File: config.mk
export PLATFORM = sky130hd
export DESIGN_NAME = retire_trace_buffer_flat
export DESIGN_NICKNAME = d
export VERILOG_FILES = /design/src/rtl/retire_trace_if.sv /design/src/rtl/retire_trace_buffer.sv /design/src/flat_wrapper.sv
export SDC_FILE = /design/constraint.sdc
export NUM_CORES = 1
export LEC_CHECK = 0
export ABC_CLOCK_PERIOD_IN_PS = 4400
export BUFFER_PORTS_ARGS = -buffer_cell sky130_fd_sc_hd__clkbuf_2
export CAP_MARGIN = 0
export CELL_PAD_IN_SITES_DETAIL_PLACEMENT = 0
export CELL_PAD_IN_SITES_GLOBAL_PLACEMENT = 2
export CORE_MARGIN = 1
export CORE_UTILIZATION = 42
export CTS_CLUSTER_DIAMETER = 200
export DETAILED_ROUTE_END_ITERATION = 6
export PLACE_DENSITY_LB_ADDON = 0.1
export SLEW_MARGIN = 25
export SYNTH_ARGS = -nofsm -noshare
export SYNTH_HDL_FRONTEND = slang
export SYNTH_SLANG_ARGS = --single-unit
export TNS_END_PERCENT = 100
File: constraint.sdc
create_clock -name clk -period 4.4 [get_ports clk]
set_input_delay 0.22 -clock clk [delete_from_list [all_inputs] [get_ports clk]]
set_output_delay 0.22 -clock clk [all_outputs]
set_load 0.05 [all_outputs]
File: src/rtl/retire_trace_if.sv
// Retire-side and read-side bus for retire_trace_buffer.
// The master modport is the core/consumer side. The slave modport is the trace buffer.
// Defining TRACE_REGWRITE_EN adds the register-writeback fields to both sides.
interface retire_trace_if #(
    parameter int XLEN = 32
);
    // Retire side. One entry is offered on each cycle that retire_valid is high.
    // There is no ready signal on this side, because the buffer never stalls the core.
    logic            retire_valid;
    logic [XLEN-1:0] retire_pc;
    logic [31:0]     retire_inst;
    logic [XLEN-1:0] retire_alu;

    // Read side handshake:
    // - An entry transfers on every rising edge where rd_valid and rd_ready are both high.
    // - Once rd_valid is high, rd_pc, rd_inst and rd_alu stay stable until that transfer.
    // - rd_valid does not depend on rd_ready.
    logic            rd_valid;
    logic            rd_ready;
    logic [XLEN-1:0] rd_pc;
    logic [31:0]     rd_inst;
    logic [XLEN-1:0] rd_alu;

`ifdef TRACE_REGWRITE_EN
    logic            retire_rd_we;
    logic [4:0]      retire_rd;
    logic [XLEN-1:0] retire_rd_data;
    logic            rd_rd_we;
    logic [4:0]      rd_rd;
    logic [XLEN-1:0] rd_rd_data;
`endif

    modport master (
        output retire_valid, retire_pc, retire_inst, retire_alu,
`ifdef TRACE_REGWRITE_EN
        output retire_rd_we, retire_rd, retire_rd_data,
        input  rd_rd_we, rd_rd, rd_rd_data,
`endif
        output rd_ready,
        input  rd_valid, rd_pc, rd_inst, rd_alu
    );

    modport slave (
        input  retire_valid, retire_pc, retire_inst, retire_alu,
`ifdef TRACE_REGWRITE_EN
        input  retire_rd_we, retire_rd, retire_rd_data,
        output rd_rd_we, rd_rd, rd_rd_data,
`endif
        input  rd_ready,
        output rd_valid, rd_pc, rd_inst, rd_alu
    );
endinterface

File: src/rtl/retire_trace_buffer.sv
// Retirement trace capture buffer for the single-cycle RV32 core.
// - An arm pulse starts a capture.
// - Retired {pc, inst, alu_out} tuples are stored in stop-when-full or wrap mode.
// - Entries are replayed oldest first over a first-word-fall-through valid/ready port.
// Defining TRACE_REGWRITE_EN also stores and replays the register-writeback fields.
module retire_trace_buffer #(
    parameter int XLEN  = 32,
    parameter int DEPTH = 16,
    localparam int CW   = $clog2(DEPTH) + 1
) (
    input  logic           clk,
    input  logic           rst,
    input  logic           arm,
    input  logic           stop,
    input  logic           mode,
    input  logic [CW-1:0]  cap_len,
    retire_trace_if.slave  bus,
    output logic           busy,
    output logic           done,
    output logic [CW-1:0]  count,
    output logic           overflow,
    output logic [1:0]     state_dbg
);
    localparam int AW = $clog2(DEPTH);
    localparam logic [CW-1:0] DEPTH_C = CW'(DEPTH);

    typedef enum logic [1:0] {
        S_IDLE    = 2'd0,
        S_CAPTURE = 2'd1,
        S_DRAIN   = 2'd2
    } state_t;

    state_t          state;
    logic [AW-1:0]   wr_ptr;
    logic [AW-1:0]   rd_ptr;
    logic [CW-1:0]   captured;
    logic [CW-1:0]   len_q;
    logic            mode_q;
    logic [CW-1:0]   eff_len;
    logic            full;
    logic            wr_en;
    logic            pop;

    logic [XLEN-1:0] mem_pc   [DEPTH];
    logic [31:0]     mem_inst [DEPTH];
    logic [XLEN-1:0] mem_alu  [DEPTH];
`ifdef TRACE_REGWRITE_EN
    logic            mem_we   [DEPTH];
    logic [4:0]      mem_rd   [DEPTH];
    logic [XLEN-1:0] mem_rdd  [DEPTH];
`endif

    // A cap_len of 0, or one larger than the buffer, means "fill the whole buffer".
    always_comb begin
        eff_len = cap_len;
        if (cap_len == '0 || cap_len > DEPTH_C) begin
            eff_len = DEPTH_C;
        end
    end

    assign full      = (count == DEPTH_C);
    assign wr_en     = (state == S_CAPTURE) && bus.retire_valid;
    assign bus.rd_valid = (state == S_DRAIN) && (count != '0);
    assign pop       = bus.rd_valid && bus.rd_ready;
    assign state_dbg = state;

    // Read data falls through from the oldest slot, so it is stable until that slot is popped.
    assign bus.rd_pc   = mem_pc[rd_ptr];
    assign bus.rd_inst = mem_inst[rd_ptr];
    assign bus.rd_alu  = mem_alu[rd_ptr];
`ifdef TRACE_REGWRITE_EN
    assign bus.rd_rd_we   = mem_we[rd_ptr];
    assign bus.rd_rd      = mem_rd[rd_ptr];
    assign bus.rd_rd_data = mem_rdd[rd_ptr];
`endif

    // Entry storage, written at wr_ptr on each captured retire. It has no reset because contents are don't-care until written.
    always_ff @(posedge clk) begin
        if (wr_en) begin
            mem_pc[wr_ptr]   <= bus.retire_pc;
            mem_inst[wr_ptr] <= bus.retire_inst;
            mem_alu[wr_ptr]  <= bus.retire_alu;
`ifdef TRACE_REGWRITE_EN
            mem_we[wr_ptr]   <= bus.retire_rd_we;
            mem_rd[wr_ptr]   <= bus.retire_rd;
            mem_rdd[wr_ptr]  <= bus.retire_rd_data;
`endif
        end
    end

    // Capture/drain controller: owns the pointers, occupancy and sticky overflow, and registers busy/done.
    always_ff @(posedge clk) begin
        if (rst) begin
            state    <= S_IDLE;
            wr_ptr   <= '0;
            rd_ptr   <= '0;
            count    <= '0;
            captured <= '0;
            len_q    <= '0;
            mode_q   <= 1'b0;
            overflow <= 1'b0;
            busy     <= 1'b0;
            done     <= 1'b0;
        end else begin
            case (state)
                S_IDLE: begin
                    if (arm) begin
                        wr_ptr   <= '0;
                        rd_ptr   <= '0;
                        count    <= '0;
                        captured <= '0;
                        overflow <= 1'b0;
                        mode_q   <= mode;
                        len_q    <= eff_len;
                        state    <= S_CAPTURE;
                        busy     <= 1'b1;
                        done     <= 1'b0;
                    end
                end

                S_CAPTURE: begin
                    if (wr_en) begin
                        wr_ptr <= wr_ptr + AW'(1);
                        if (mode_q && full) begin
                            // In wrap mode a full buffer drops its oldest entry to make room.
                            rd_ptr   <= rd_ptr + AW'(1);
                            overflow <= 1'b1;
                        end else begin
                            count <= count + CW'(1);
                        end
                        if (!mode_q) begin
                            captured <= captured + CW'(1);
                        end
                    end
                    // A retire in the same cycle as stop is kept, because the write above still happens.
                    if (stop || (!mode_q && wr_en && (captured + CW'(1)) == len_q)) begin
                        state <= S_DRAIN;
                        busy  <= 1'b0;
                        done  <= 1'b1;
                    end
                end

                S_DRAIN: begin
                    if (pop) begin
                        rd_ptr <= rd_ptr + AW'(1);
                        count  <= count - CW'(1);
                    end
                    if (count == '0 || (pop && count == CW'(1))) begin
                        state <= S_IDLE;
                        done  <= 1'b0;
                    end
                end

                default: begin
                    state <= S_IDLE;
                    busy  <= 1'b0;
                    done  <= 1'b0;
                end
            endcase
        end
    end
endmodule

File: src/flat_wrapper.sv
// flat-port wrapper written by rule: the top's interface ports become plain ports
module retire_trace_buffer_flat 
#(
    parameter int XLEN  = 32,
    parameter int DEPTH = 16,
    localparam int CW   = $clog2(DEPTH) + 1
)
  (clk, rst, arm, stop, mode, cap_len, busy, done, count, overflow, state_dbg, bus_retire_valid, bus_retire_pc, bus_retire_inst, bus_retire_alu, bus_rd_ready, bus_rd_valid, bus_rd_pc, bus_rd_inst, bus_rd_alu);
  retire_trace_if #(.XLEN(XLEN)) bus_i ();
  input  logic clk;
  input  logic rst;
  input  logic arm;
  input  logic stop;
  input  logic mode;
  input  logic [CW-1:0] cap_len;
  output logic busy;
  output logic done;
  output logic [CW-1:0] count;
  output logic overflow;
  output logic [1:0] state_dbg;
  input wire logic [$bits(bus_i.retire_valid)-1:0] bus_retire_valid;
  input wire logic [$bits(bus_i.retire_pc)-1:0] bus_retire_pc;
  input wire logic [$bits(bus_i.retire_inst)-1:0] bus_retire_inst;
  input wire logic [$bits(bus_i.retire_alu)-1:0] bus_retire_alu;
  input wire logic [$bits(bus_i.rd_ready)-1:0] bus_rd_ready;
  output wire logic [$bits(bus_i.rd_valid)-1:0] bus_rd_valid;
  output wire logic [$bits(bus_i.rd_pc)-1:0] bus_rd_pc;
  output wire logic [$bits(bus_i.rd_inst)-1:0] bus_rd_inst;
  output wire logic [$bits(bus_i.rd_alu)-1:0] bus_rd_alu;
  assign bus_i.retire_valid = bus_retire_valid;
  assign bus_i.retire_pc = bus_retire_pc;
  assign bus_i.retire_inst = bus_retire_inst;
  assign bus_i.retire_alu = bus_retire_alu;
  assign bus_i.rd_ready = bus_rd_ready;
  assign bus_rd_valid = bus_i.rd_valid;
  assign bus_rd_pc = bus_i.rd_pc;
  assign bus_rd_inst = bus_i.rd_inst;
  assign bus_rd_alu = bus_i.rd_alu;
  retire_trace_buffer #(.XLEN(XLEN), .DEPTH(DEPTH)) u_core (.clk(clk), .rst(rst), .arm(arm), .stop(stop), .mode(mode), .cap_len(cap_len), .bus(bus_i), .busy(busy), .done(done), .count(count), .overflow(overflow), .state_dbg(state_dbg));
endmodule
==> After elaboration in Yosys (flattened, before gate mapping) <==
Memory sizes are Yosys's and may differ from the RTL's. A register that Yosys moved wholly into a read port is not among the register bits.
Cells that the tools add are included.
W data, S select, Z words.
{ "totals": {"wordCells": 96, "reg_bits": 29, "output_inout_bits": 107, "in_bits": 108, "ram_bits": 1536, "mem_count": 3} }
{ "memory_table": {"columns": ["memory", "words", "width", "read_ports", "rd_ports_with_merged_regs", "write_ports", "line", "rtl"], "rows": [
  ["u_core.mem_alu", 16, 32, 1, 1, 1, "retire_trace_buffer.sv:46", "logic [XLEN-1:0] mem_alu [DEPTH];"],
  ["u_core.mem_inst", 16, 32, 1, 1, 1, "retire_trace_buffer.sv:45", "logic [31:0] mem_inst [DEPTH];"],
  ["u_core.mem_pc", 16, 32, 1, 1, 1, "retire_trace_buffer.sv:44", "logic [XLEN-1:0] mem_pc [DEPTH];"]
]} }
{ "op_classes": {"n_eq_ne": 13, "bitwise_logic": 1, "magnitude_cmp": 1, "mux": 38, "reduce_logical": 25, "add_sub_neg": 5} }
{ "ops": {"columns": ["operator", "n"], "rows": [
  ["$mux W4", 11],
  ["$mux W5", 7],
  ["$pmux W5 S3", 1],
  ["$ne A2 B2 Y1 const B", 6],
  ["$pmux W4 S3", 1],
  ["$add A5 B1 Y5 const B", 2],
  ["$logic_not A5 Y1", 2],
  ["$pmux W5 S2", 1],
  ["$reduce_and A5 Y1", 2],
  ["$mux W1", 9],
  ["$reduce_and A3 Y1", 3],
  ["$add A4 B1 Y4 const B", 2],
  ["$pmux W4 S2", 1],
  ["$reduce_and A4 Y1", 2],
  ["$logic_and A1 B1 Y1", 7],
  ["$mux W2", 3],
  ["$pmux W1 S3", 2],
  ["$pmux W2 S3", 1],
  ["$eq A5 B1 Y1 const B", 1],
  ["$eq A5 B5 Y1", 1],
  ["$eq A5 B5 Y1 const B", 1],
  ["$gt A5 B5 Y1 const B", 1],
  ["$reduce_bool A5 Y1", 1],
  ["$sub A5 B1 Y5 const B", 1],
  ["11 further kinds", 14]
]} }

==> Logic depth before layout (Yosys ltp) <==
{ "logic_depth": {"depth_word": 7, "mapped_depth": 9, "depth_no_buf": 7} }

==> Worst setup path before layout <==
No wires, ideal clock.
{ "synth_path": {"path_type": "reg2reg", "from": "register u_core.state[0] (netlist: u_core.state_dbg[0])", "to": "memory u_core.mem_alu[12][0] (enable)", "path_slack_ps": 83, "t_required_ps": 3935, "n_path_buf": 2, "setup_ps": 465, "stages_incl_launch_ff": 6, "synth_period_minus_slack_ps": 4317, "t_arrival_ps": 3851, "cell_sequence": "dfxtp_1 ha_1 clkbuf_8 clkbuf_1 and4_1 and2_1"} }
{ "synth_between": {"elab_chain_len": 4} }
{ "synth_lines": {"columns": ["item", "line", "rtl"], "rows": [
  ["start: declaration", "retire_trace_buffer.sv:33", "state_t state;"],
  ["start signal: assignment", "retire_trace_buffer.sv:94", "state <= S_IDLE;"],
  ["start signal: assignment", "retire_trace_buffer.sv:115", "state <= S_CAPTURE;"],
  ["start signal: assignment", "retire_trace_buffer.sv:137", "state <= S_DRAIN;"],
  ["$eq A2 B1 Y1", "retire_trace_buffer.sv:62", "assign wr_en = (state == S_CAPTURE) && bus.retire_valid;"],
  ["$logic_and A1 B1 Y1", "retire_trace_buffer.sv:62", null],
  ["$mux W1", "retire_trace_buffer.sv:79", "if (wr_en) begin"],
  ["$mux W1 (not written as such)", "retire_trace_buffer.sv:82", "mem_alu[wr_ptr] <= bus.retire_alu;"],
  ["end: declaration", "retire_trace_buffer.sv:46", null]
]} }
Every way passes these cells.

==> results.sh <==
export IMPL_status="completed"
export IMPL_cts_tree="done"
export IMPL_min_period_ns=3.60
export IMPL_wl_per_cell_um=29.3
export IMPL_num_io_pins=215
export IMPL_critical_path_top_delay_family="multiplexers"
export IMPL_cts_sinks=1569
export IMPL_die_y_um=379
export IMPL_gp_congestion=0.746
export IMPL_design_core_area_um2=140000
export IMPL_maxCapViolations=0
export IMPL_path_cells="buf_12 > buf_12 > mux4_2 > mux4_2 > clkbuf_2"
export IMPL_die_w_um=379
export IMPL_clkTransAtPathRegs_ns=0.06
export IMPL_seq_area_um2=46800
export IMPL_yosys_warnings=0
export IMPL_fin_worst_skew_ns=0.0239
export IMPL_slew_violations=0
export IMPL_grt_pass1_vias=28882
export IMPL_p_switching_mw=9.47
export IMPL_rows=137
export IMPL_critPathBufInv=3
export IMPL_final_common_cell="edfxtp_1"
export IMPL_p_seq_share_pct=46.3
export IMPL_drc_errors=0
export IMPL_critPathSlowestCell="mux4_2"
export IMPL_hold_ws_ns=0.0466
export IMPL_path_max_fanout=36
export IMPL_final_cell_mix="1536 x edfxtp_1, 480 x mux4_2, 214 x clkbuf_2, 169 x clkbuf_16, 112 x dlygate4sd3_1"
export IMPL_grt_pass1_wl_um=206000
export IMPL_synth_edf_count=1536
export IMPL_syn_to_final_growth_pct=17.3
export IMPL_ctsLongestPathBuffers=3
export IMPL_cts_buffers=167
export IMPL_dieArea_um2=143000
export IMPL_cp_required_ns=4.18
export IMPL_period_share_pct=81.8
export IMPL_max_slew_margin_pct=37.6
export IMPL_combPwrFrac_pct=18.0
export IMPL_drt_first_pass_iters=5
export IMPL_ys_seq_area_share_pct=78.5
export IMPL_fmaxAchievable_ghz=0.278
export IMPL_post_drt_via_cell_ratio=5.56
export IMPL_multi_input_area_um2=12200
export IMPL_p_per_area_nw_per_um2=518
export IMPL_pwr_share_clk_pct=35.7
export IMPL_synth_seq_cells=1569
export IMPL_tns_ns=0
export IMPL_p_int_mw=26.7
export IMPL_setup_viol_count_final=0
export IMPL_grt_usage_pct=20.2
export IMPL_power_leakage_nw=21.5
export IMPL_portBuffers=214
export IMPL_worstPathArrival_ns=3.38
export IMPL_synthCells=2376
export IMPL_rsz0062_at_grt="no"
export IMPL_start_kind="flop"
export IMPL_n_fill_cell=11192
export IMPL_hold_viol=0
export IMPL_post_dp_hpwl_um=78500
export IMPL_grt_ovfl_total=0
export IMPL_root_buffer="clkbuf_16"
export IMPL_nNetsFinal=2969
export IMPL_max_stage_delay_ns=0.58
export IMPL_syn_num_nets=2500
export IMPL_synth_ff_type="edfxtp_1"
export IMPL_crit_path_end_kind="output pin"
export IMPL_hold_class="input port to flop"
export IMPL_peakVddDrop_v=0.000372
export IMPL_critPathKind="flop to output pin"
export IMPL_antenna_left=0
export IMPL_drive_gt1_share_pct=34.9
export IMPL_wirelength_um=142000
export IMPL_antenna_found_initial=10
export IMPL_start_util_pct=42.5
export IMPL_h_tree_depth=4
export IMPL_vias=26978
export IMPL_syn_cell_area_um2=59600
export IMPL_tightestPinTransition_ns=0.936
export IMPL_post_cts_resized=0
export IMPL_yosysUniqueCellTypes=57
export IMPL_dr_first_iter_drc_count=2306
export IMPL_synth_area_per_cell_um2=25.1
export IMPL_insertion_delay_ns=0.78
export IMPL_grt_max_degree=76
export IMPL_p_sw_share_pct=26.2
export IMPL_async_reset_ff_share_pct=0
-- logic make-up after synthesis --
logic type	share of synthesized area (%)
AO/OA/AOI/OAI	0.582
XOR/XNOR	0.176
adder cells (fa/ha/maj)	0.336
buffers and inverters	1.08
flip-flops	78.5
multiplexers	18.3
AND/OR/NAND/NOR	1.03
-- stage by stage --
step	instances	utilization, %	power [mW]	setup WS, ns	cell area, µm²
2_1_floorplan	2376	-	22.0	0.0833	59600
4_1_cts	4852	49.9	36.7	0.674	69900
6_report	4856	49.9	36.2	0.801	69900
5_1_grt	4853	49.9	37.5	0.628	69900
3_5_place_dp	4440	45.5	23.7	1.52	63800
3_3_place_gp	4439	45.5	23.6	1.48	63800
-- power by group through the flow --
| stage | logic (mW) | clock network, mW | registers, mW |
|---|---|---|---|
| 2_1_floorplan | 4.88 | 0 | 17.1 |
| 3_3_place_gp | 6.55 | 0 | 17.1 |
| 3_5_place_dp | 6.58 | 0 | 17.1 |
| 4_1_cts | 6.70 | 13.2 | 16.8 |
| 5_1_grt | 6.96 | 13.8 | 16.8 |
| 6_report | 6.52 | 12.9 | 16.8 |
-- layout make-up --
type                            count  area share [%]
Timing Repair Buffer              423            5.04
Clock buffer                      218            6.33
Tap cell                         1876            3.36
Multi-Input combinational cell    672            17.4
Sequential cell                  1569            67.0
Antenna cell                        4          0.0143
Clock inverter                     82           0.774
Inverter                           12          0.0645
-- state kept, by name (all words and copies together) (netlist names), 4 cells and up, named ones only --
signal           cells
u_core.mem_inst    512
u_core.wr_ptr        4
u_core.len_q         5
u_core.rd_ptr        4
u_core.mem_alu     512
u_core.captured      5
u_core.mem_pc      512
u_core.count         5
-- path summary, 6_finish.rpt --
kind	start	to	slack, ns	depth (start not counted)
worst max-delay path	flop	bus_rd_pc[27]	0.80	5
worst max register to register	u_core.state_dbg[1]	u_core.wr_ptr[0]	1.53	7
worst min register to register	u_core.busy	u_core.busy	0.48	2
worst min-delay path	rst	u_core.wr_ptr[1]	0.05	2
-- per-layer routing --
metal	track usage (%)	up-vias	part of all wire, %
li1	-	11282	-
met1	28.2	14831	43
met2	33.2	662	50
met3	3.58	193	4.8
met4	4.86	10	1.8
met5	0	-	0.046
-- synthesized netlist by cell type (2+ instances only) --
cell	number	area, µm²
nand3_1	12	60.1
nand4_1	2	12.5
nor2b_1	2	12.5
nor3_1	7	35.0
a31oi_1	2	12.5
inv_1	12	45.0
nor3b_1	10	75.1
ha_1	16	200
dfxtp_1	33	661
buf_4	7	52.6
and2_1	18	113
buf_2	40	200
mux2i_1	6	60.1
mux4_2	480	10800
buf_1	6	22.5
xor2_1	6	52.6
edfxtp_1	1536	46100
o21ai_0	9	45.0
nand4b_1	2	17.5
a21oi_1	22	110
buf_6	5	56.3
clkbuf_1	63	236
nand2_1	21	78.8
nor2_1	13	48.8
a22o_1	2	17.5
xnor2_1	6	52.6
nand2b_1	8	50.1
-- repair_timing --
item	in CTS	in global routing
buffers inserted	0	0
hold buffers	112	0
endpoints found under the hold margin	1548	0
No activity file was read; power rests on OpenSTA's default activity.
